## config.mk

```make
export PLATFORM = sky130hd
export DESIGN_NAME = sopc_run_ctrl
export DESIGN_NICKNAME = d
export VERILOG_FILES = /design/src/rtl/sopc_run_ctrl_pkg.sv /design/src/rtl/sopc_run_ctrl_pc_loop_detector.sv /design/src/rtl/sopc_run_ctrl.sv
export SDC_FILE = /design/constraint.sdc
export NUM_CORES = 1
export LEC_CHECK = 0
export CAP_MARGIN = 15
export CORE_ASPECT_RATIO = 1.25
export CORE_MARGIN = 1.5
export CORE_UTILIZATION = 56
export DETAILED_ROUTE_END_ITERATION = 12
export PLACE_DENSITY_LB_ADDON = 0.05
export SYNTH_ARGS = -nofsm -noshare
export SYNTH_HDL_FRONTEND = slang
export SYNTH_SLANG_ARGS = --single-unit
```

## constraint.sdc

```tcl
create_clock -name clk -period 3.8 [get_ports clk]
set_input_delay 0.95 -clock clk [delete_from_list [all_inputs] [get_ports clk]]
set_output_delay 0.95 -clock clk [all_outputs]
set_load 0.005 [all_outputs]
```

## src/rtl/sopc_run_ctrl_pkg.sv

```systemverilog
// Shared run-controller types: run FSM state encoding and reset polarity.
// No logic; imported by the controller top and its loop detector.
package sopc_run_ctrl_pkg;

    localparam logic RstEnable  = 1'b1;
    localparam logic RstDisable = 1'b0;

    typedef enum logic [1:0] {
        RunHold    = 2'd0,
        RunRun     = 2'd1,
        RunHalted  = 2'd2,
        RunTimeout = 2'd3
    } run_state_e;

endpackage

```

## src/rtl/sopc_run_ctrl_pc_loop_detector.sv

```systemverilog
// Flags a core PC stuck in a period-1 or period-2 self-loop for HALT_REPEAT matches.
// Latency: halt_o is combinational from pc_i and the two-deep PC history.
// Backpressure: none; history only advances while en is high.
module sopc_run_ctrl_pc_loop_detector
    import sopc_run_ctrl_pkg::*;
#(
    parameter int unsigned HALT_REPEAT = 8
) (
    input  logic        clk,
    input  logic        rst,
    input  logic        clr,
    input  logic        en,
    input  logic [31:0] pc_i,
    output logic        halt_o
);

    localparam int unsigned REP_W = (HALT_REPEAT > 1) ? $clog2(HALT_REPEAT) : 1;
    localparam logic [REP_W-1:0] REP_LAST = REP_W'(HALT_REPEAT - 1);

    logic [31:0]      pc_d1_q, pc_d1_d;
    logic [31:0]      pc_d2_q, pc_d2_d;
    logic             one_smp_q, one_smp_d;
    logic             hist_valid_q, hist_valid_d;
    logic [REP_W-1:0] rep_cnt_q, rep_cnt_d;
    logic             match;

    always_comb begin
        match        = hist_valid_q && (pc_i == pc_d2_q);
        halt_o       = en && match && (rep_cnt_q == REP_LAST);
        pc_d1_d      = pc_d1_q;
        pc_d2_d      = pc_d2_q;
        one_smp_d    = one_smp_q;
        hist_valid_d = hist_valid_q;
        rep_cnt_d    = rep_cnt_q;
        if (clr) begin
            pc_d1_d      = '0;
            pc_d2_d      = '0;
            one_smp_d    = 1'b0;
            hist_valid_d = 1'b0;
            rep_cnt_d    = '0;
        end else if (en) begin
            // pc_d2 is only meaningful after two samples, hence the one-sample flag
            pc_d1_d      = pc_i;
            pc_d2_d      = pc_d1_q;
            one_smp_d    = 1'b1;
            hist_valid_d = hist_valid_q | one_smp_q;
            rep_cnt_d    = match ? rep_cnt_q + 1'b1 : '0;
        end
    end

    always_ff @(posedge clk) begin
        if (rst == RstEnable) begin
            pc_d1_q      <= '0;
            pc_d2_q      <= '0;
            one_smp_q    <= 1'b0;
            hist_valid_q <= 1'b0;
            rep_cnt_q    <= '0;
        end else begin
            pc_d1_q      <= pc_d1_d;
            pc_d2_q      <= pc_d2_d;
            one_smp_q    <= one_smp_d;
            hist_valid_q <= hist_valid_d;
            rep_cnt_q    <= rep_cnt_d;
        end
    end

endmodule

```

## src/rtl/sopc_run_ctrl.sv

```systemverilog
// Sequences core reset, counts RUN cycles and ends a run on PC self-loop halt or timeout.
// Latency: status outputs are decoded from the state register, one edge after the event.
// Backpressure: none; restart_i is honoured only in HALTED/TIMEOUT.
module sopc_run_ctrl
    import sopc_run_ctrl_pkg::*;
#(
    parameter int unsigned RESET_CYCLES = 4,
    parameter int unsigned MAX_CYCLES   = 200,
    parameter int unsigned HALT_REPEAT  = 8,
    parameter int unsigned CNT_W        = 32
) (
    input  logic             clk,
    input  logic             rst,
    input  logic [31:0]      pc_i,
    input  logic             restart_i,
    output logic             core_rst_o,
    output logic             running_o,
    output logic             done_o,
    output logic             timeout_o,
    output logic [CNT_W-1:0] cycle_cnt_o,
    output logic [31:0]      halt_pc_o
);

    localparam int unsigned HOLD_W = $clog2(RESET_CYCLES + 1);
    localparam logic [HOLD_W-1:0] HOLD_LAST = HOLD_W'(RESET_CYCLES - 1);
    localparam logic [CNT_W-1:0]  CNT_LAST  = CNT_W'(MAX_CYCLES - 1);

    run_state_e        state_q, state_d;
    logic [HOLD_W-1:0] hold_cnt_q, hold_cnt_d;
    logic [CNT_W-1:0]  cycle_cnt_q, cycle_cnt_d;
    logic [31:0]       halt_pc_q, halt_pc_d;
    logic              halt;

    sopc_run_ctrl_pc_loop_detector #(
        .HALT_REPEAT (HALT_REPEAT)
    ) u_pc_loop_detector (
        .clk    (clk),
        .rst    (rst),
        .clr    (state_q == RunHold),
        .en     (state_q == RunRun),
        .pc_i   (pc_i),
        .halt_o (halt)
    );

    always_comb begin
        state_d     = state_q;
        hold_cnt_d  = hold_cnt_q;
        cycle_cnt_d = cycle_cnt_q;
        halt_pc_d   = halt_pc_q;
        case (state_q)
            RunHold: begin
                cycle_cnt_d = '0;
                if (hold_cnt_q == HOLD_LAST) begin
                    state_d    = RunRun;
                    hold_cnt_d = '0;
                end else begin
                    hold_cnt_d = hold_cnt_q + 1'b1;
                end
            end
            RunRun: begin
                // Halt takes priority over a coincident budget exhaustion
                if (halt) begin
                    state_d   = RunHalted;
                    halt_pc_d = pc_i;
                end else if (cycle_cnt_q == CNT_LAST) begin
                    state_d = RunTimeout;
                end else begin
                    cycle_cnt_d = cycle_cnt_q + 1'b1;
                end
            end
            RunHalted, RunTimeout: begin
                if (restart_i) begin
                    state_d     = RunHold;
                    hold_cnt_d  = '0;
                    cycle_cnt_d = '0;
                    halt_pc_d   = '0;
                end
            end
            default: state_d = RunHold;
        endcase
    end

    always_ff @(posedge clk) begin
        if (rst == RstEnable) begin
            state_q     <= RunHold;
            hold_cnt_q  <= '0;
            cycle_cnt_q <= '0;
            halt_pc_q   <= '0;
        end else begin
            state_q     <= state_d;
            hold_cnt_q  <= hold_cnt_d;
            cycle_cnt_q <= cycle_cnt_d;
            halt_pc_q   <= halt_pc_d;
        end
    end

    assign core_rst_o  = (state_q != RunRun);
    assign running_o   = (state_q == RunRun);
    assign done_o      = (state_q == RunHalted);
    assign timeout_o   = (state_q == RunTimeout);
    assign cycle_cnt_o = cycle_cnt_q;
    assign halt_pc_o   = halt_pc_q;

endmodule

```

; ---- Word level (Yosys, flattened, before mapping)
; Index checks and enable logic that the tools add are counted.
[totals]
inputBits = 35
elab_cells = 54
out_inout_bits = 68
reg_bits = 138
[classes]
eq_ne = 14
add_sub_neg = 3
n_mux = 15
n_reduce_logical = 12
bitwise_logic = 1
[ops]
columns = op, n
row1 = $mux W32, 4
row2 = $pmux W32 S3, 1
row3 = $pmux W32 S2, 1
row4 = $add A32 B1 Y32 const B, 1
row5 = $eq A32 B32 Y1, 1
row6 = $eq A32 B8 Y1 const B, 1
row7 = $ne A2 B2 Y1 const B, 5
row8 = $mux W3, 3
row9 = $reduce_and A3 Y1, 3
row10 = $mux W2, 4
row11 = $add A3 B1 Y3 const B, 2
row12 = $pmux W2 S3, 1
row13 = $pmux W3 S2, 1
row14 = $eq A2 B2 Y1 const B, 2
row15 = $reduce_bool A2 Y1, 2
row16 = $reduce_or A2 Y1, 2
row17 = $eq A3 B2 Y1 const B, 1
row18 = $eq A3 B3 Y1 const B, 1
row19 = $logic_and A1 B1 Y1, 3
row20 = $ne A3 B3 Y1 const B, 1
row21 = $eq A2 B1 Y1 const B, 1
row22 = $logic_not A2 Y1, 1
row23 = $ne A2 B1 Y1 const B, 1
row24 = $reduce_and A2 Y1, 1
row25 = $or A1 B1 Y1, 1

; ---- Longest topological paths before layout
; Gate-level depths: netlist of the first run.
[logic_depth]
ltp_word = 6
ltp_mapped = 9
mapped_depth_nobuf = 7

; ---- By module
; Synthesis of the first run repeated with hierarchy kept, for this count alone.
[unflattened]
hier_cells = 640
area_unflattened_um2 = 5896.9
[by_module_without_submodules]
columns = mod, seq_area_each_um2, instances, area_each_um2, cells_each
row1 = sopc_run_ctrl, 1381.3, 1, 3070.4, 361
row2 = sopc_run_ctrl_pc_loop_detector, 1381.3, 1, 2826.5, 279

; ---- Least setup slack after synthesis of the first run
; OpenSTA, ideal clock, no wires.
[synth_path]
path_type = input port to flip-flop
start = input pc_i[29]
end = register halt_pc_q[19] (netlist: halt_pc_o[19])
path_slack_ns = 1.229
setup_ns = 0.138
required_time_ns = 3.662
path_buffers = 2
stages = 8
arrival_time_ns = 2.433
path_cell_list = xor2_1 > nor4_1 > and4bb_4 > and4_4 > buf_6 > buf_4 > mux2i_1 > o32ai_1
[synth_via]
elab_chain_len = 6
[synth_rtl]
columns = element, line
row1 = "start, declared", sopc_run_ctrl.sv:14  ; input logic [31:0] pc_i,
row2 = $eq A32 B32 Y1, sopc_run_ctrl_pc_loop_detector.sv:28  ; match = hist_valid_q && (pc_i == pc_d2_q);
row3 = $logic_and A1 B1 Y1, sopc_run_ctrl_pc_loop_detector.sv:28
row4 = $logic_and A1 B1 Y1 (2 in a row), sopc_run_ctrl_pc_loop_detector.sv:29  ; halt_o = en && match && (rep_cnt_q == REP_LAST);
row5 = $ne A2 B2 Y1 (no source line), n/a
row6 = $reduce_and A3 Y1 (no source line), n/a
row7 = "end signal, assigned", sopc_run_ctrl.sv:93  ; halt_pc_q <= halt_pc_d;
row8 = "end, declared", sopc_run_ctrl.sv:31  ; logic [31:0] halt_pc_q, halt_pc_d;
; Every way passes these cells.
; A chain may end at the register's enable or synchronous reset.

; ---- Worst setup path after layout of the first run
[layout_path]
start = input pc_i[29]
end = register halt_pc_q[14] (netlist: halt_pc_o[14])
; The elaborated chain is that of the path after synthesis.

==> results of run 1 <==
-- state kept, by name, summed over array words and instances, names as in the netlist --
signal	cells
u_pc_loop_detector.rep_cnt_q	3
halt_pc_o	32
u_pc_loop_detector.pc_d1_q	32
u_pc_loop_detector.one_smp_q	1
u_pc_loop_detector.pc_d2_q	32
state_q	2
u_pc_loop_detector.hist_valid_q	1
hold_cnt_q	3
cycle_cnt_o	32
-- metrics by stage --
stage,cell area (µm²),cells
final,7890,948
after CTS,7890,948
after detailed placement,7280,917
after global routing,7890,948
after global placement,7280,917
after floorplan,6190,718
-- power breakdown --
| group | switching (mW) | total [mW] | internal, mW | leakage [nW] |
|---|---|---|---|---|
| Combinational | 0.620 | 0.862 | 0.243 | 1.21 |
| Sequential | 0.0412 | 1.53 | 1.49 | 1.11 |
| Clock | 0.616 | 1.69 | 1.08 | 0.282 |
-- worst reg2reg max path, delay by kind of cell, from the launching register on --
kind | cells | cell delay, ns
flops | 1 | 0.56
simple gates | 5 | 1.39
buf+inv | 2 | 0.45
compound gates | 1 | 0.14
-- worst min path at each step --
stage,to,depth (start not counted)
floorplan,hold_cnt_q[2]$_SDFFE_PP0P_,2
global placement,hold_cnt_q[2]$_SDFFE_PP0P_,2
detailed placement,u_pc_loop_detector.pc_d1_q[1]$_SDFFE_PP0P_,2
CTS,u_pc_loop_detector.pc_d1_q[28]$_SDFFE_PP0P_,2
global route,u_pc_loop_detector.pc_d1_q[4]$_SDFFE_PP0P_,2
finish,u_pc_loop_detector.pc_d1_q[18]$_SDFFE_PP0P_,2
-- cells in the mapped netlist (22+ instances only) --
| cell type | instances | share of area [%] |
|---|---|---|
| xnor2_1 | 26 | 3.7 |
| clkbuf_1 | 31 | 1.9 |
| nor2_1 | 51 | 3.1 |
| mux2i_1 | 36 | 5.8 |
| a22oi_1 | 34 | 4.1 |
| inv_1 | 24 | 1.5 |
| nand4_1 | 22 | 2.2 |
| dfxtp_1 | 138 | 45 |
| a21oi_1 | 62 | 5.0 |
| nand2_1 | 105 | 6.4 |
| nand3_1 | 30 | 2.4 |
| o32ai_1 | 22 | 3.1 |
-- per-layer routing --
| metal | vias to the layer above | global-route usage [%] | share of wire, % |
|---|---|---|---|
| li1 | 2750 | - | - |
| met1 | 2762 | 32.7 | 40 |
| met5 | - | 0 | 0 |
| met2 | 214 | 52.8 | 52 |
| met3 | 39 | 5.66 | 5.4 |
| met4 | 0 | 13.5 | 2.6 |
-- cells by family (layout without fill, tap and decap cells) --
family          Yosys count  in the layout  share of synthesized area (%)
mux                      37             37                           6.00
xor+xnor                 32             32                           4.52
simple gates            286            286                           23.4
buf+inv                  76            174                           5.09
flops                   138            138                           44.6
compound gates          145            145                           15.6
fa+ha+maj                 4              4                          0.808
-- cell type report --
| cell class | count | area, µm² |
|---|---|---|
| clock buffer | 20 | 467 |
| clock inverter | 11 | 145 |
| fill | 830 | 2780 |
| inverter | 25 | 93.8 |
| multi-input combinational | 504 | 3120 |
| sequential | 138 | 2760 |
| tap | 132 | 165 |
| timing repair buffer | 118 | 1140 |
==> impl_metrics.toml, run 1 <==
[worst_setup_path]
cp.arrival_ns = 3.48
crit_slowest_cell = "and4_4"
criticalPathCategory = "in2reg"
crit_path_end = "halt_pc_o[14]$_SDFFE_PP0P_"
r2r_end = "halt_pc_o[14]$_SDFFE_PP0P_"
reg2regPathDepth = 8
path_buf_inv = 2
ff2ff_setup_slack_ns = 1.20
crit_chain = "clkdlybuf4s50_1, xor2_1, nor4_1, and4bb_4, and4_4, buf_4, nand2_1, a21oi_1"
endpoint_kind = "register"
startpoint = "pc_i[29]"
worstPathRequired_ns = 4.14
crit_fanout = 39
rr_startpoint = "state_q[0]$_SDFFE_PP0P_"
critical-path-max-stage-delay_ns = 0.59
setup.worst_path.start_class = "primary input"
critical_path_depth = 8
critical-path-top-delay-family = "simple AND/OR/NAND/NOR gates"

[global_routing]
grt_pass1_vias = 5670
grt_max_degree = 68
grt_usage_pct = 29.1
grt_pass1_wl_mm = 27.3
antenna_found_initial = 0
grt_overflow = 0

[synthesis]
synth_seq_cells = 138
synth_area_um2 = 6190
synth_flop_cell = "dfxtp_1"
synth_seq_area_share_pct = 44.6
synth.distinct_cells = 46
synth_edf_count = 0
yosys_warnings = 0
synth_cells = 718
syn_nets = 757
async_flop_share_pct = 0
syn_avg_cell_area_um2 = 8.63

[power]
power_density_nw_per_um2 = 518
leakagePower_nw = 2.60
p_total_mw = 4.08
ir_drop_mv = 0.318

[clock_tree]
path_clk_slew_ns = 0.06
cts_max_path_buffers = 2
clk_latency_ns = 0.42
cts_tree = "built"
cts_hold_buffers = 0
cts_buffers = 17
cts-root-buf = "clkbuf_16"
htreeDepth = 4
cts_setup_buffers = 0
cts-resized-gates = 0
cts_sinks = 138

[sta]
tns_ns = 0
worstMarginPinSlew_ns = 0.990
hold_viol = 0
period_minus_slack_ns = 3.14
setup_viol = 0
fmax_ghz = 0.318
fin_skew_ns = 0.00859
finalCritPeriodShare_pct = 82.7
holdWs_ns = 0.454
slew_viol_final = 0
setup_ws_ns = 0.659
rsz0062_at_grt = "no"
slew_headroom_pct = 33.8

[cells_and_area]
fin_nets = 843
mostFrequentLayoutCell = "dfxtp_1"
antenna_cells = 0
layout_common_cells = "dfxtp_1 (138), nand2_1 (105), clkdlybuf4s50_1 (101), a21oi_1 (62), nor2_1 (51)"
area_growth_pct = 27.4
drive_above_1_share_pct = 7.48
final_core_util_pct = 74.0

[floorplanning]
fp-row-count = 42
die_height_um = 121
die_w_um = 97.1
initial_core_util_pct = 58.1
coreArea_um2 = 10700
io_pins = 103
fp.dieArea_um2 = 11700

[routing]
drt_iter0_markers = 480
routedWlPerCell_um = 17.7
ant_nets = 0
drc = 0
avgViaCountPerCell = 6.08
first_pass_iters = 5
totalWireLength_mm = 16.8
dr_total_vias = 5765

[min_path]
hold_start = "u_pc_loop_detector.pc_d1_q[18]$_SDFFE_PP0P_"
min_path_type = "reg2reg"

[placed_design]
io_buffers = 102
dp_slack_ns = 0.244
gp_congestion = 0.841
hpwl_mm = 11.0

[job]
max-cap-violations = 0

[outcome]
outcome = "finished, final reports clean"
Power figures use the tool's default switching activity.
==> run 2: changes to the inputs <==
--- a/config.mk
+++ b/config.mk
@@ -8,7 +8,7 @@
 export CAP_MARGIN = 15
 export CORE_ASPECT_RATIO = 1.25
 export CORE_MARGIN = 1.5
-export CORE_UTILIZATION = 56
+export CORE_UTILIZATION = 48
 export DETAILED_ROUTE_END_ITERATION = 12
 export PLACE_DENSITY_LB_ADDON = 0.05
 export SYNTH_ARGS = -nofsm -noshare
==> constraint.sdc (replaced) <==
create_clock -name clk -period 2.6 [get_ports clk]
set_input_delay 0.65 -clock clk [delete_from_list [all_inputs] [get_ports clk]]
set_output_delay 0.65 -clock clk [all_outputs]
set_load 0.005 [all_outputs]
==> run 2 against run 1 <==
Routed wire length rose by 6.0%. Combinational power rose by 72%. Sequential power is 46% higher. Cell area grew 6.0%. Register-to-register slack lost 0.88 ns. First-iteration DRC count shrank 31%. Via count grew 1.2%. Sequential share of layout area shrank 2.0 points. Worst setup slack lost 0.55 ns. Critical endpoint is now halt_pc_o[13]$_SDFFE_PP0P_. Die area increased by 16%. Clock skew rose by 0.0041 ns.
==> impl_metrics.toml, run 2 (synthesized netlist as in run 1, its figures left out) <==
[min_path]
hold_start = "u_pc_loop_detector.pc_d1_q[21]$_SDFFE_PP0P_"
min_path_type = "reg2reg"

[worst_setup_path]
r2r_end = "cycle_cnt_o[31]$_SDFFE_PP0P_"
rr_startpoint = "cycle_cnt_o[12]$_SDFFE_PP0P_"
ff2ff_setup_slack_ns = 0.32
crit_path_end = "halt_pc_o[13]$_SDFFE_PP0P_"
endpoint_kind = "register"
startpoint = "pc_i[29]"
crit_fanout = 11
setup.worst_path.start_class = "primary input"
cp.arrival_ns = 2.82
worstPathRequired_ns = 2.93
reg2regPathDepth = 6
criticalPathCategory = "in2reg"

[placed_design]
hpwl_mm = 12.2
gp_congestion = 0.856
io_buffers = 102

[clock_tree]
cts_sinks = 138
htreeDepth = 4
path_clk_slew_ns = 0.06
cts-root-buf = "clkbuf_16"
cts_hold_buffers = 0
cts_max_path_buffers = 2
cts_tree = "built"
cts_buffers = 17
clk_latency_ns = 0.41

[sta]
hold_viol = 0
setup_viol = 0
fin_skew_ns = 0.0127
worstMarginPinSlew_ns = 0.695
period_minus_slack_ns = 2.49
rsz0062_at_grt = "no"
finalCritPeriodShare_pct = 95.7
holdWs_ns = 0.454
slew_viol_final = 0
fmax_ghz = 0.402
slew_headroom_pct = 53.7
tns_ns = 0

[routing]
first_pass_iters = 6
dr_total_vias = 5835
avgViaCountPerCell = 5.69
drt_iter0_markers = 332
routedWlPerCell_um = 17.3
drc = 0
totalWireLength_mm = 17.8
ant_nets = 0

[floorplanning]
fp-row-count = 46
coreArea_um2 = 12700
die_height_um = 130
io_pins = 103
initial_core_util_pct = 48.9
fp.dieArea_um2 = 13600
die_w_um = 105

[cells_and_area]
mostFrequentLayoutCell = "dfxtp_1"
area_growth_pct = 35.0
layout_common_cells = "dfxtp_1 (137), nand2_1 (105), clkdlybuf4s50_1 (101), a21oi_1 (62), nor2_1 (51)"
drive_above_1_share_pct = 12.4
multiInputGateArea_um2 = 3140
antenna_cells = 0
fin_nets = 884
nFillCells = 1066
seq_area_um2 = 2760

[global_routing]
grt_util_met3_pct = 4.85
grt_pass1_wl_mm = 28.4
grt_max_degree = 68
antenna_found_initial = 0
grt_usage_pct = 26.3
grtUsageMet1_pct = 30.0
grt_overflow = 0
grt_use_met2_pct = 49.0
grt_pass1_vias = 5611
grt_busiest_layer = "met2"

[power]
power_density_nw_per_um2 = 745
leakagePower_nw = 2.84
ir_drop_mv = 0.495

[outcome]
outcome = "finished, final reports clean"

[job]
max-cap-violations = 0
[run 2: what timing repair did]
item                       4_1_cts  5_1_grt
setup endpoints to repair        3        3
setup buffers                    0        0
cloned                           0        1
pin swaps                        0        0
gates resized for setup          4        3
[run 2: metal layers]
layer / routed length (µm) / share of wire [%]
met4: 344 / 1.9
met1: 7310 / 41
met5: 0 / 0
met2: 9430 / 53
met3: 702 / 3.9
[run 2: final cells by class]
cell class | count | area share, %
clock buffers | 22 | 5.79
clock inverters | 10 | 1.68
inverters | 25 | 1.12
multi-input cells | 504 | 37.5
flip-flops and latches | 138 | 33.0
well taps | 168 | 2.51
repair buffers | 159 | 18.4
[run 2: how the worst min path moves through the flow]
stage / cells past startpoint / to / slack [ns]
detailed placement: 2 / u_pc_loop_detector.pc_d1_q[21]$_SDFFE_PP0P_ / 0.45
CTS: 2 / u_pc_loop_detector.pc_d1_q[21]$_SDFFE_PP0P_ / 0.46
global route: 2 / u_pc_loop_detector.pc_d1_q[21]$_SDFFE_PP0P_ / 0.47
global placement: 2 / hold_cnt_q[2]$_SDFFE_PP0P_ / 0.43
floorplan: 2 / hold_cnt_q[2]$_SDFFE_PP0P_ / 0.42
finish: 2 / u_pc_loop_detector.pc_d1_q[21]$_SDFFE_PP0P_ / 0.45
[run 2: stage by stage]
step | setup slack, ns | power [mW] | area, µm² | cells | utilization [%]
3_5_place_dp | -0.443 | 3.67 | 7690 | 993 | 60.7
5_1_grt | 0.00574 | 6.49 | 8370 | 1026 | 66.1
4_1_cts | -0.000971 | 6.21 | 8330 | 1025 | 65.8
3_3_place_gp | -0.326 | 3.65 | 7690 | 993 | 60.7
6_report | 0.113 | 6.23 | 8370 | 1026 | 66.1
2_1_floorplan | 0.329 | 3.10 | 6190 | 718 | -
[run 2: power by group]
| part | switching (mW) | internal (mW) |
|---|---|---|
| clock network | 0.910 | 1.61 |
| registers | 0.0517 | 2.18 |
| logic | 0.974 | 0.509 |
[run 2: critical path, cell delays in order]
cell             delay (ns)
clkdlybuf4s50_1        0.46
xor2_1                 0.20
nor4_2                 0.37
and4bb_4               0.30
and4_4                 0.27
buf_12                 0.16
buf_4                  0.18
nand2_1                0.07
a21oi_1                0.16
